[config.mk]
export PLATFORM = sky130hd
export DESIGN_NAME = rst_seq_debounce_flat
export DESIGN_NICKNAME = d
export VERILOG_FILES = /design/src/rtl/rst_seq_debounce_if.sv /design/src/rtl/rst_seq_debounce.sv /design/src/flat_wrapper.sv
export SDC_FILE = /design/constraint.sdc
export NUM_CORES = 1
export LEC_CHECK = 0
export CAP_MARGIN = 20
export CORE_ASPECT_RATIO = 0.7
export CORE_MARGIN = 1
export CORE_UTILIZATION = 52
export DETAILED_ROUTE_END_ITERATION = 7
export GPL_TIMING_DRIVEN = 0
export PLACE_DENSITY = 0.81
export SLEW_MARGIN = 20
export SYNTH_ARGS = -nofsm -noshare
export SYNTH_HDL_FRONTEND = slang
export SYNTH_SLANG_ARGS = --single-unit
[constraint.sdc]
create_clock -name clk -period 1.67 [get_ports clk]
set_input_delay 0.501 -clock clk [delete_from_list [all_inputs] [get_ports clk]]
set_output_delay 0.501 -clock clk [all_outputs]
set_load 0.1 [all_outputs]
[src/rtl/rst_seq_debounce_if.sv]
// rtl/rst_seq_debounce_if.sv - reset request inputs and staged reset/debug outputs of rst_seq_debounce
interface rst_seq_debounce_if;
    logic       btn_rst;
    logic       sw_rst_req;
    logic       periph_rst_n;
    logic       core_rst_n;
    logic       rst_busy;
    logic [1:0] rst_cause;
    logic [7:0] rst_count;

    modport master (
        output btn_rst, sw_rst_req,
        input  periph_rst_n, core_rst_n, rst_busy, rst_cause, rst_count
    );

    modport slave (
        input  btn_rst, sw_rst_req,
        output periph_rst_n, core_rst_n, rst_busy, rst_cause, rst_count
    );
endinterface

[src/rtl/rst_seq_debounce.sv]
// rtl/rst_seq_debounce.sv - button debounce plus staged peripheral/core reset sequencer with cause tracking
module rst_seq_debounce #(
    parameter int DEBOUNCE_CYCLES  = 1000000,
    parameter int HOLD_CYCLES      = 64,
    parameter int STAGE_GAP_CYCLES = 16
) (
    input  logic              clk,
    input  logic              reset_n,
    rst_seq_debounce_if.slave bus
);
    localparam int DB_W    = $clog2(DEBOUNCE_CYCLES + 1);
    localparam int SEQ_MAX = (HOLD_CYCLES > STAGE_GAP_CYCLES) ? HOLD_CYCLES : STAGE_GAP_CYCLES;
    localparam int SEQ_W   = $clog2(SEQ_MAX + 1);

    localparam logic [DB_W-1:0]  DB_LAST   = DB_W'(DEBOUNCE_CYCLES - 1);
    localparam logic [SEQ_W-1:0] HOLD_LAST = SEQ_W'(HOLD_CYCLES - 1);
    localparam logic [SEQ_W-1:0] GAP_LAST  = SEQ_W'(STAGE_GAP_CYCLES - 1);

    localparam logic [1:0] CAUSE_POR = 2'b00;
    localparam logic [1:0] CAUSE_BTN = 2'b01;
    localparam logic [1:0] CAUSE_SW  = 2'b10;

    typedef enum logic [1:0] {
        ST_HOLD   = 2'd0,
        ST_PERIPH = 2'd1,
        ST_RUN    = 2'd2
    } state_t;

    logic [1:0]      sync_q;
    logic            btn_stable;
    logic [DB_W-1:0] db_cnt;
    logic            press_q;

    state_t          state_q, state_d;
    logic [SEQ_W-1:0] cnt_q, cnt_d;
    logic [1:0]      cause_q, cause_d;
    logic [7:0]      count_q, count_d;
    logic            event_accepted;

    logic            periph_rst_n_q;
    logic            core_rst_n_q;
    logic            rst_busy_q;

    // press_q fires on the same edge btn_stable commits a rising level
    always_ff @(posedge clk or negedge reset_n) begin
        if (!reset_n) begin
            sync_q     <= 2'b00;
            btn_stable <= 1'b0;
            db_cnt     <= '0;
            press_q    <= 1'b0;
        end else begin
            sync_q  <= {sync_q[0], bus.btn_rst};
            press_q <= 1'b0;
            if (sync_q[1] == btn_stable) begin
                db_cnt <= '0;
            end else if (db_cnt == DB_LAST) begin
                btn_stable <= sync_q[1];
                db_cnt     <= '0;
                press_q    <= sync_q[1];
            end else begin
                db_cnt <= db_cnt + 1'b1;
            end
        end
    end

    always_comb begin
        state_d        = state_q;
        cnt_d          = cnt_q;
        cause_d        = cause_q;
        count_d        = count_q;
        event_accepted = 1'b0;
        case (state_q)
            ST_HOLD: begin
                if (cnt_q == HOLD_LAST) begin
                    if (!btn_stable) begin
                        state_d = ST_PERIPH;
                        cnt_d   = '0;
                    end
                end else begin
                    cnt_d = cnt_q + 1'b1;
                end
            end
            ST_PERIPH: begin
                // software requests are dropped here: the core is still held in reset
                if (press_q) begin
                    state_d        = ST_HOLD;
                    cnt_d          = '0;
                    cause_d        = CAUSE_BTN;
                    event_accepted = 1'b1;
                end else if (cnt_q == GAP_LAST) begin
                    state_d = ST_RUN;
                    cnt_d   = '0;
                end else begin
                    cnt_d = cnt_q + 1'b1;
                end
            end
            ST_RUN: begin
                if (press_q || bus.sw_rst_req) begin
                    state_d        = ST_HOLD;
                    cnt_d          = '0;
                    cause_d        = press_q ? CAUSE_BTN : CAUSE_SW;
                    event_accepted = 1'b1;
                end
            end
            default: begin
                state_d = ST_HOLD;
                cnt_d   = '0;
            end
        endcase
        if (event_accepted && (count_q != 8'hFF)) begin
            count_d = count_q + 8'd1;
        end
    end

    // outputs are registered from the next state so they change on the transition edge
    always_ff @(posedge clk or negedge reset_n) begin
        if (!reset_n) begin
            state_q        <= ST_HOLD;
            cnt_q          <= '0;
            cause_q        <= CAUSE_POR;
            count_q        <= 8'd0;
            periph_rst_n_q <= 1'b0;
            core_rst_n_q   <= 1'b0;
            rst_busy_q     <= 1'b1;
        end else begin
            state_q        <= state_d;
            cnt_q          <= cnt_d;
            cause_q        <= cause_d;
            count_q        <= count_d;
            periph_rst_n_q <= (state_d != ST_HOLD);
            core_rst_n_q   <= (state_d == ST_RUN);
            rst_busy_q     <= (state_d != ST_RUN);
        end
    end

    assign bus.periph_rst_n = periph_rst_n_q;
    assign bus.core_rst_n   = core_rst_n_q;
    assign bus.rst_busy     = rst_busy_q;
    assign bus.rst_cause    = cause_q;
    assign bus.rst_count    = count_q;
endmodule

[src/flat_wrapper.sv]
// flat-port wrapper written by rule: the top's interface ports become plain ports
module rst_seq_debounce_flat 
#(
    parameter int DEBOUNCE_CYCLES  = 1000000,
    parameter int HOLD_CYCLES      = 64,
    parameter int STAGE_GAP_CYCLES = 16
)
  (clk, reset_n, bus_btn_rst, bus_sw_rst_req, bus_periph_rst_n, bus_core_rst_n, bus_rst_busy, bus_rst_cause, bus_rst_count);
  rst_seq_debounce_if bus_i ();
  input  logic clk;
  input  logic reset_n;
  input wire logic [$bits(bus_i.btn_rst)-1:0] bus_btn_rst;
  input wire logic [$bits(bus_i.sw_rst_req)-1:0] bus_sw_rst_req;
  output wire logic [$bits(bus_i.periph_rst_n)-1:0] bus_periph_rst_n;
  output wire logic [$bits(bus_i.core_rst_n)-1:0] bus_core_rst_n;
  output wire logic [$bits(bus_i.rst_busy)-1:0] bus_rst_busy;
  output wire logic [$bits(bus_i.rst_cause)-1:0] bus_rst_cause;
  output wire logic [$bits(bus_i.rst_count)-1:0] bus_rst_count;
  assign bus_i.btn_rst = bus_btn_rst;
  assign bus_i.sw_rst_req = bus_sw_rst_req;
  assign bus_periph_rst_n = bus_i.periph_rst_n;
  assign bus_core_rst_n = bus_i.core_rst_n;
  assign bus_rst_busy = bus_i.rst_busy;
  assign bus_rst_cause = bus_i.rst_cause;
  assign bus_rst_count = bus_i.rst_count;
  rst_seq_debounce #(.DEBOUNCE_CYCLES(DEBOUNCE_CYCLES), .HOLD_CYCLES(HOLD_CYCLES), .STAGE_GAP_CYCLES(STAGE_GAP_CYCLES)) u_core (.clk(clk), .reset_n(reset_n), .bus(bus_i));
endmodule
# Yosys cells after proc, flatten, opt, wreduce, memory -nomap -nowiden
# Index checks and enable logic that the tools add are counted.
# totals
word_cells,58
out_inout_bits,13
ff_bits,46
inputBits,4
# classes
n_reduce_logical,8
n_mux,23
bitwise_logic,1
eq_ne,12
add_sub_neg,3
# op_table
operator,count
20-bit two-way mux,2
7-bit two-way mux,5
7-bit case mux with 3 select lines,1
"20-bit by 1-bit adder with 20-bit output, second input constant",1
"20-bit equality test, second input constant",1
2-bit two-way mux,8
"8-bit by 1-bit adder with 8-bit output, second input constant",1
"8-bit inequality test, second input constant",1
"7-bit by 1-bit adder with 7-bit output, second input constant",1
"7-bit by 4-bit equality test with 1-bit output, second input constant",1
"7-bit by 6-bit equality test with 1-bit output, second input constant",1
2-bit case mux with 3 select lines,1
"2-bit equality test, second input constant",2
1-bit two-way mux,4
"2-bit by 1-bit inequality test with 1-bit output, second input constant",2
2-bit case mux with 2 select lines,1
2-bit AND reduction,2
2-bit nonzero test,2
"3-bit inequality test, second input constant",1
3-bit AND reduction,1
"2-bit by 1-bit equality test with 1-bit output, second input constant",1
2-bit zero test,1
"2-bit inequality test, second input constant",1
1-bit case mux with 2 select lines,1
4 further kinds,4

# Longest topological paths before layout
# Gate-level depths: netlist of the first run.
# logic_depth
word_depth,5
ltp_mapped,7
mapped_depth_nobuf,6

# Least setup slack after synthesis of the first run
# Ideal clock, no wire load.
# synth_timing
path_type,register -> register
startpoint,reg u_core.count_q[3] (netlist: u_core.bus.rst_count[3])
endpoint,reg u_core.count_q[1] (netlist: u_core.bus.rst_count[1])
required_ns,1.544
path_slack_ns,-0.451
path_buffers,0
synth_period_minus_slack_ns,2.121
setup_time_ns,0.126
t_arrival_ns,1.995
path_stages_with_launch,5
cell_sequence,dfrtp_1 and4_1 nand4_1 nand2_1 mux2_2
# synth_via
elab_chain_len,2
# synth_rtl
item,line_no,source
start: declaration,rst_seq_debounce.sv:37,"logic [7:0] count_q, count_d;"
start signal: assignment,rst_seq_debounce.sv:129,count_q <= count_d;
8-bit inequality test,rst_seq_debounce.sv:110,if (event_accepted && (count_q != 8'hFF)) begin
1-bit logical AND,rst_seq_debounce.sv:110,
# Every way passes these cells.
# A chain may end at the register's enable or synchronous reset.

# Worst setup path after layout of the first run
# layout_timing
startpoint,reg u_core.state_q[0]
endpoint,reg u_core.periph_rst_n_q (netlist: u_core.bus.periph_rst_n)
# layout_via
elab_cells_between_ends,10
classes_between,eq/ne (2); mux (6); reduce/logical (2)
# layout_rtl
item,line_no,source
start: declaration,rst_seq_debounce.sv:34,"state_t state_q, state_d;"
start signal: assignment,rst_seq_debounce.sv:126,state_q <= state_d;
"2-bit equality test, or another cell as far along",rst_seq_debounce.sv:72,case (state_q)
2-bit case mux with 3 select lines (*),rst_seq_debounce.sv:72,
net u_core.state_d[1],rst_seq_debounce.sv:34,
2-bit nonzero test (*),rst_seq_debounce.sv:130,periph_rst_n_q <= (state_d != ST_HOLD);
end signal: assignment,rst_seq_debounce.sv:130,
end: declaration,rst_seq_debounce.sv:40,logic periph_rst_n_q;
# The timed path passes the listed nets; every way through them passes the cells marked *.

==> flow_summary.yaml, run 1 <==
critical_path:
  worstReg2RegStart: "u_core.state_q[0]$_DFF_PN0_"
  cp.buffers_inverters: 2
  arrival_time_at_the_worst_endpoint_ns: 1.99
  critical_path_class: "reg2reg"
  endpoint_kind: "flip-flop"
  critical_path_peak_fanout: 6
  critical_path.max_stage_delay_ns: 0.42
  ff2ff_path_depth: 6
  ff2ff_setup_slack_ns: -0.11
  endpoint_of_the_worst_slack_reg_to_reg_timing_path: "u_core.bus.periph_rst_n$_DFF_PN0_"
  cp-start-kind: "flip-flop"
  crit_chain: "inv_2, ha_4, or3b_1, buf_6, a311oi_4, o21bai_1"
  slowest_stage_cell_crit_path: "dfrtp_1"
  critical-path-top-delay-family: "compound AO/OA/AOI/OAI gates"
  critPathRequiredTime_ns: 1.88
synth:
  asyncSetResetFlopFracSynth: 1.000
  synthDistinctLibCells: 50
  post_synth_inst_count: 228
  synth-main-ff-cell: "dfrtp_1"
  ys_seq_area_frac: 0.4881
  post_synth_fa_ha_maj_area_fraction: 0.03710
  mappedNetlistArea_mm2: 0.002361
  compound_cell_area_share_of_the_yosys_netlist: 0.1118
  area_share_of_and_or_nand_nor_cells_after_synthesis: 0.2459
  postSynthAreaPerCell_um2: 10.36
  synth_seq_cells: 46
  synthXorXnorAreaFrac: 0.08532
  yosysWarningCount: 0
  muxShareOfSynthArea: 0.009539
  number_of_synthesized_flops_with_an_enable_pin: 0
  mappedNetlistNets: 239
  synth_top_family_by_area: "simple AND/OR/NAND/NOR gates"
timing:
  finalSetupTns_ns: -0.3245
  hold_violations: 0
  transition_time_of_the_tightest_slew_check_pin_ns: 0.4910
  layout_min_cycle_time_ns: 1.779
  grt_setup_unrepaired: "yes"
  final.period_utilization: 1.066
  skew_ns: 0.006142
  fin_ws_ns: -0.1094
  setup_viol_count_final: 13
  max-slew-margin-rel: 0.6749
  finalMaxSlewViolations: 0
  timing.fmax_mhz: 562.0
floorplan:
  core_area_mm2: 0.004354
  std_cell_rows: 20
  die_width_um: 82.54
  die_area_mm2: 0.004818
  die_height_um: 58.38
  io_pins: 17
  floorplan.initialDensity: 0.5422
cts:
  cts_tree: "built"
  cts_sinks: 46
  clk_pin_slew_ns: 0.09
  clock_tree.root_cell: "clkbuf_8"
  max-clock-path-buffers: 2
  clock_h_tree_levels: 2
  cts_inserted_buffers: 5
  clock_insertion_delay_worst_skew_ns: 0.30
  count_of_hold_fix_buffers_inserted_at_cts: 0
detailed_routing:
  ant_nets: 0
  wl_per_cell_um: 16.33
  drt_pass1_iterations: 4
  drcViolationCount: 0
  drt-initial-drc-count: 160
  routed_via_density: 5.972
  routed-via-count: 1929
  postRouteWirelength_mm: 5.274
place:
  hpwl_mm: 3.178
  number_of_buffers_added_on_ports: 16
  placedCellCount: 300
  place_area_mm2: 0.002640
  routabilityCongestion: 0.8836
global_route:
  grt_first_pass_wirelength_mm: 8.473
  grt_usage: 0.2361
  grt_start_max_net_pins: 34
  globalRoute.totalOverflow: 0
  grt_antenna_before_repair: 0
  first_global_vias: 1784
worst_hold_path:
  hold_path_class: "in2async"
power_and_ir_drop:
  ir_drop_uv: 899.5
  power.leakage_nw: 1.218
  power_density_mw_per_mm2: 1029
  report.power.total_w: 0.002997
finish:
  post_route_cells_drive_above_1_share: 0.2836
  final-seq-area_mm2: 0.001177
  multi_input_gate_area_in_the_final_layout_mm2: 0.001276
  final_area_mm2: 0.002913
  nNetsFinal: 278
  n_antenna_cell: 0
  final_cell_count_no_fill: 323
  nFillCells: 344
  area_growth_pct: 23.37
run_status:
  outcome: "finished with violations"
  violations: "setup timing"
job:
  max_cap_violations: 0
-- sequential cells by signal, summed over array words and instances, names as in the netlist --
name	flops
u_core.btn_stable	1
u_core.bus.core_rst_n	1
u_core.bus.periph_rst_n	1
u_core.bus.rst_busy	1
u_core.bus.rst_cause	2
u_core.bus.rst_count	8
u_core.cnt_q	7
u_core.db_cnt	20
u_core.press_q	1
u_core.state_q	2
u_core.sync_q	2
-- timing repair --
| item | CTS | global route |
|---|---|---|
| gates resized for setup | 86 | 12 |
| pin swaps | 4 | 3 |
| setup endpoints to repair | 35 | 40 |
| setup buffers | 10 | 5 |
-- cell usage in the layout, fill, tap and decap left out, types with 4 or more instances in the layout --
master    count
buf_4        21
dfrtp_4       6
o21ai_0      10
xor2_1       10
clkbuf_8      6
nand3_1      19
and4_1        4
a21oi_1       9
dfrtp_1      37
nor2_1       21
clkbuf_4      5
nand2_1      10
buf_2         6
nor3_1        4
nand4_1       9
and3_1        6
xnor2_1      13
-- layout make-up --
cell class                 instances  area share
clock buffer                       7     0.02964
sequential                        46      0.4042
inverter                           5    0.006443
buffer                             5     0.01332
tap                               55     0.02363
timing repair buffer              32     0.08290
clock inverter                     1    0.001718
multi-input combinational        172      0.4381
-- metal layers --
layer / vias to the layer above / GRT usage / part of all wire
met5: - / 0 / 0
met4: 0 / 0.06404 / 0.0095
met3: 7 / 0.06202 / 0.060
met2: 67 / 0.3554 / 0.47
met1: 941 / 0.3401 / 0.46
li1: 914 / - / -
-- power breakdown --
group | switching, W | internal [W] | total [W]
logic | 0.000609 | 0.000278 | 0.000887
clock network | 0.000364 | 0.000334 | 0.000698
registers | 0.000161 | 0.00125 | 0.00141
total | 0.00113 | 0.00186 | 0.00300
-- worst register-to-register path: stages, from the launching register on --
cell      delay [ns]
dfrtp_1         0.42
inv_2           0.10
ha_4            0.14
or3b_1          0.36
buf_6           0.15
a311oi_4        0.33
o21bai_1        0.19
-- metrics by stage --
step	hold slack, ns	setup slack [ns]	util
2_1_floorplan	0.2054	0.001364	-
3_3_place_gp	0.3340	-1.433	0.6029
3_5_place_dp	0.3434	-0.4775	0.6063
4_1_cts	0.1129	-0.02195	0.6537
5_1_grt	0.1214	-0.2091	0.6690
6_report	0.1058	-0.1094	0.6690
-- kinds of logic (layout without fill, tap and decap cells) --
group           after synthesis  after routing
mux                           2              2
flops                        46             46
compound gates               39             39
simple gates                101            101
buf+inv                      10             50
xor+xnor                     23             23
fa+ha+maj                     7              7
-- cell usage after synthesis (5+ instances only) --
master   number  share of area
nor2_1       21          0.033
xnor2_1      13          0.048
and3_1        6          0.016
nand4_1       9          0.024
a21oi_1       9          0.019
nand3_1      19          0.040
inv_1         5         0.0079
xor2_1       10          0.037
dfrtp_1      45           0.48
nand2_1      12          0.019
o31ai_1       5          0.016
ha_1          7          0.037
o21ai_0      10          0.021
-- worst max-delay path by stage --
| stage | start | endpoint | slack [ns] | depth (start not counted) |
|---|---|---|---|---|
| after global placement | reset_n | u_core.bus.rst_count[1]$_DFFE_PN0P_ | -1.43 | 1 |
| final | u_core.state_q[0]$_DFF_PN0_ | u_core.bus.periph_rst_n$_DFF_PN0_ | -0.11 | 6 |
| after detailed placement | bus_sw_rst_req | u_core.cnt_q[5]$_DFFE_PN0P_ | -0.48 | 6 |
| after global routing | u_core.state_q[0]$_DFF_PN0_ | u_core.bus.periph_rst_n$_DFF_PN0_ | -0.21 | 6 |
| after floorplan | u_core.bus.rst_count[3]$_DFFE_PN0P_ | u_core.bus.rst_count[1]$_DFFE_PN0P_ | 0.001 | 4 |
| after CTS | u_core.state_q[0]$_DFF_PN0_ | u_core.cnt_q[5]$_DFFE_PN0P_ | -0.02 | 7 |
(Power assumes the default switching activity.)
==> inputs of run 2 (changes only) <==
- ABC_AREA: unset -> 1
- CORE_UTILIZATION: 52 -> 53
- PLACE_DENSITY: 0.81 -> 0.82
==> run 2 against run 1 <==
The run now ends clean. Routed wire length decreased by 0.99%. Worst setup slack improved by 0.14 ns. Synthesized cell count increased by 35%. Critical path type is now reg2out. Critical endpoint is now bus_rst_count[2]. Largest cell class unchanged.
==> flow_summary.yaml, run 2 <==
timing:
  hold_violations: 0
  holdWs_ns: 0.1200
  max-slew-margin-rel: 0.6712
  skew_ns: 0.004439
  layout_min_cycle_time_ns: 1.642
  finalMaxSlewViolations: 0
  timing.fmax_mhz: 609.1
  setup_viol_count_final: 0
  fin_ws_ns: 0.02830
  final.period_utilization: 0.9831
  transition_time_of_the_tightest_slew_check_pin_ns: 0.4966
global_route:
  first_global_vias: 1797
  grt_usage: 0.2166
  grt_start_max_net_pins: 32
  globalRoute.totalOverflow: 0
  grt_antenna_before_repair: 0
  grt_first_pass_wirelength_mm: 8.355
place:
  routabilityCongestion: 0.8480
  placedCellCount: 379
  number_of_buffers_added_on_ports: 16
  place_ws_ns: -0.4429
  hpwl_mm: 3.730
synth:
  synth_seq_cells: 46
  ys_seq_area_frac: 0.4539
  asyncSetResetFlopFracSynth: 1.000
  mappedNetlistArea_mm2: 0.002539
  yosysWarningCount: 0
  netlist_top_cells_count: "nand2_1, dfrtp_1, nor2_1"
  number_of_synthesized_flops_with_an_enable_pin: 0
  synth_largest_type_area_fraction: 0.4436
  mappedNetlistNets: 318
  post_synth_inst_count: 307
  synth-main-ff-cell: "dfrtp_1"
  synth.largest_area_cell: "dfrtp_1"
  synthDistinctLibCells: 33
  ranking_of_synthesized_cells_by_area: "dfrtp_1, nand2_1, nor2_1"
  postSynthAreaPerCell_um2: 8.269
  synthMostInstantiatedCell: "nand2_1"
critical_path:
  slowest_stage_cell_crit_path: "buf_2"
  endpoint_kind: "output port"
  critical_path_class: "reg2out"
  critical_path_peak_fanout: 4
  startpoint: "u_core.bus.rst_count[2]$_DFFE_PN0P_"
  endpoint_of_the_worst_slack_reg_to_reg_timing_path: "u_core.db_cnt[14]$_DFF_PN0_"
  worstReg2RegStart: "u_core.db_cnt[0]$_DFF_PN0_"
  ff2ff_path_depth: 8
  cp-start-kind: "flip-flop"
  crit_chain: "buf_2"
  cp.buffers_inverters: 1
  critPathRequiredTime_ns: 1.17
  critical-path-top-delay-family: "buffers and inverters"
  critical_path.max_stage_delay_ns: 0.43
  ff2ff_setup_slack_ns: 0.08
  critical_path_depth: 1
  critical_path.endpoint: "bus_rst_count[2]"
  arrival_time_at_the_worst_endpoint_ns: 1.14
finish:
  area_growth_pct: 16.02
  register_name_with_the_most_flops: "u_core.db_cnt"
  post_route_cells_drive_above_1_share: 0.2330
  final_common_cell: "nand2_1"
  final_cell_count_no_fill: 394
  nNetsFinal: 349
  largest_register_ff_count: 20
  leading_cell_types_in_the_layout_fill_and_taps_excluded: "nand2_1, nor2_1, dfrtp_1, inv_1, nand3_1"
  n_antenna_cell: 0
job:
  max_cap_violations: 0
floorplan:
  io_pins: 17
  die_height_um: 59.91
  floorplan.initialDensity: 0.5668
  std_cell_rows: 20
  die_area_mm2: 0.005075
  core_area_mm2: 0.004479
  die_width_um: 84.72
detailed_routing:
  postRouteWirelength_mm: 5.222
  drt_pass1_iterations: 4
  wl_per_cell_um: 13.25
  drt-initial-drc-count: 123
  routed-via-count: 2055
  drcViolationCount: 0
  ant_nets: 0
  routed_via_density: 5.216
cts:
  cts_inserted_buffers: 5
  clock_insertion_delay_worst_skew_ns: 0.30
  cts_sinks: 46
  clock_tree.root_cell: "clkbuf_8"
  clock_h_tree_levels: 2
  cts_tree: "built"
  clk_pin_slew_ns: 0.09
  max-clock-path-buffers: 2
worst_hold_path:
  hold_path_class: "in2async"
power_and_ir_drop:
  report.power.total_w: 0.001899
  ir_drop_uv: 423.9
  power_density_mw_per_mm2: 644.9
  power.leakage_nw: 1.385
run_status:
  outcome: "finished clean"
run 2: cell count changes after synthesis, sizes merged, moves of 4 or more:
cell,previous run,this run
o31ai,5,0
nor2,21,51
and3,7,0
nor3,4,11
xnor2,13,6
inv,5,35
nand2,13,85
and4,4,0
run 2: cells by family after synthesis:
| group | after synthesis | synth area share |
|---|---|---|
| AND/OR/NAND/NOR | 184 | 0.3593 |
| flip-flops | 46 | 0.4539 |
| buffers and inverters | 36 | 0.05718 |
| AO/OA/AOI/OAI | 19 | 0.04041 |
| XOR/XNOR | 15 | 0.05471 |
| adder cells (fa/ha/maj) | 7 | 0.03450 |
run 2: layer usage:
metal | vias up | GRT usage | routed length, um
met1 | 958 | 0.3145 | 2717
met3 | 5 | 0.04972 | 213
met5 | - | 0 | 0
met2 | 49 | 0.3310 | 2256
met4 | 0 | 0.05811 | 35
li1 | 1043 | - | -
run 2: report_power, final:
part	switching, W	leakage (nW)	internal [W]
Sequential	0.00000713	0.601	0.00112
Combinational	0.0000457	0.736	0.0000224
Clock	0.000369	0.0482	0.000334
run 2: stage by stage:
step	area [um2]	setup TNS, ns	utilization
detailed placement	2808	-6.277	0.6268
global route	2945	-0.001436	0.6575
floorplan	2564	0	-
finish	2945	0	0.6575
global placement	2793	-60.87	0.6235
CTS	2844	0	0.6349
run 2: area by class of cell:
type	instances	area (um2)
fillers	384	1534
clock buffers	7	86.33
clock inverters	1	5.005
multi-input cells	226	1305
flip-flops and latches	46	1165
well taps	55	68.82
repair buffers	23	170.2
plain buffers	1	11.26
inverters	35	133.9
run 2: worst min path at each step:
stage          slack, ns  cells past startpoint                             to                       start
6_report            0.12                      1    u_core.state_q[1]$_DFF_PN0_                     reset_n
5_1_grt             0.13                      1     u_core.db_cnt[3]$_DFF_PN0_                     reset_n
4_1_cts             0.13                      1     u_core.db_cnt[3]$_DFF_PN0_                     reset_n
3_5_place_dp        0.35                      0     u_core.sync_q[1]$_DFF_PN0_  u_core.sync_q[0]$_DFF_PN0_
3_3_place_gp        0.34                      0     u_core.sync_q[1]$_DFF_PN0_  u_core.sync_q[0]$_DFF_PN0_
2_1_floorplan       0.21                      0  u_core.btn_stable$_DFFE_PN0P_                     reset_n
run 2: timing repair:
item                                    in CTS  in global routing
hold buffers                                 0                  0
setup buffers                                0                  5
cloned                                       0                  2
endpoints found under the setup margin      14                 16
pin swaps                                    0                  4
resized for setup                           69                 17
==> edit: new RTL, config.mk and constraints of run 2 <==
Make the reset (`reset_n`) synchronous in 2 clocked blocks.
--- a/src/rtl/rst_seq_debounce.sv
+++ b/src/rtl/rst_seq_debounce.sv
@@ -44,3 +44,3 @@
     // press_q fires on the same edge btn_stable commits a rising level
-    always_ff @(posedge clk or negedge reset_n) begin
+    always_ff @(posedge clk) begin
         if (!reset_n) begin
@@ -115,3 +115,3 @@
     // outputs are registered from the next state so they change on the transition edge
-    always_ff @(posedge clk or negedge reset_n) begin
+    always_ff @(posedge clk) begin
         if (!reset_n) begin
Formal check against the unedited RTL: same outputs for any inputs over 10 cycles, from zero or initial values and one cycle with reset_n low; that may be too few to reach the edited logic, so the function may still have changed.
==> edit against run 2 <==
Power shrank 2.1%. Hold slack better by 320 ps. Maximum frequency increased by 1.8%. Largest power group unchanged. Critical endpoint is now bus_rst_count[1]. Worst setup slack better by 30 ps. Area after synthesis decreased by 6.3%. Wire length shrank 3.9%. Sequential cell count did not move. Design area down 8.3%.
==> edit: results (changes against run 2) <==
{
  "final_util": {"value": 0.657, "change": "-0.000712"},
  "status": {"value": "finished, final reports clean"},
  "multi_input_comb_cells": {"value": 248, "change": "+9.7%"},
  "multiInputGateArea": {"value": 1300, "unit": "sq um", "change": "-0.29%"},
  "total_nets_final": {"value": 375, "change": "+7.4%"},
  "post_synth_fa_ha_maj_area_fraction": {"value": 0.0368, "change": "+0.00230"},
  "yosys_most_used_dff": {"value": "dfxtp_1"},
  "worst_setup_path_endpoint": {"value": "bus_rst_count[1]"},
  "design.die.area": {"value": 4770, "unit": "sq um", "change": "-6.1%"},
  "regToRegEndpoint": {"value": "u_core.bus.rst_count[3]$_SDFFE_PN0P_"},
  "critical_path.startpoint": {"value": "u_core.bus.rst_count[1]$_SDFFE_PN0P_"},
  "crit-reg2reg-launch": {"value": "u_core.state_q[0]$_SDFF_PN0_"},
  "synthArstFlopShare": {"value": 0, "change": "-1.00"},
  "combined_global_route_utilization_of_all_metal_layers": {"value": 0.235, "change": "+0.0180"},
  "clock_skews": {"value": 9.65, "unit": "ps", "change": "+5.21 ps"},
  "post_dp_cell_area": {"value": 2610, "unit": "sq um", "change": "-6.9%"},
  "synth.area.top_cells": {"value": "dfxtp_1, nand2_1, nor2_1"},
  "detail_route.iter0.violations": {"value": 164, "change": "+33%"},
  "synth.avg_cell_area": {"value": 7.04, "unit": "sq um", "change": "-15%"},
  "p_sw_frac": {"value": 0.216, "change": "-0.00622"},
  "tightestPinTransition": {"value": 489, "unit": "ps", "change": "-8.05 ps"},
  "grt_pass1_vias": {"value": 1993, "change": "+11%"},
  "hold_path.class": {"value": "flop to flop"},
  "synth_compound_area_frac": {"value": 0.0694, "change": "+0.0290"},
  "seq_area_frac": {"value": 0.346, "change": "-0.0495"},
  "grt_first_pass_wirelength": {"value": 8.47, "unit": "mm", "change": "+1.4%"},
  "hold-worst-slack": {"value": 440, "unit": "ps", "change": "+320 ps"}
}
==> edit: cell types whose count changed in the layout (fill, tap and decap cells not counted), sizes merged, moves of 3 or more <==
cell,change
dfxtp,+46
dfrtp,-45
a21oi,+11
nand2,+11
inv,+6
buf,-5
or2,+3
xnor2,-3
==> edit: power by group through the flow <==
| stage | sequential (mW) | clock [mW] | combinational, mW |
|---|---|---|---|
| 2_1_floorplan | 1.14 | 0 | 0.0319 |
| 3_3_place_gp | 1.14 | 0 | 0.0480 |
| 3_5_place_dp | 1.14 | 0 | 0.0507 |
| 4_1_cts | 1.11 | 0.718 | 0.0509 |
| 5_1_grt | 1.11 | 0.761 | 0.0583 |
| 6_report | 1.11 | 0.697 | 0.0521 |
==> edit: metal layers <==
layer  vias up  routed length, um  share of wire  global-route usage
met5         -                  0              0                   0
met1      1015               2640           0.53               0.338
li1       1128                  -              -                   -
met3        10                320          0.064              0.0535
met4         0                 63          0.013              0.0777
met2        83               2000           0.40               0.345
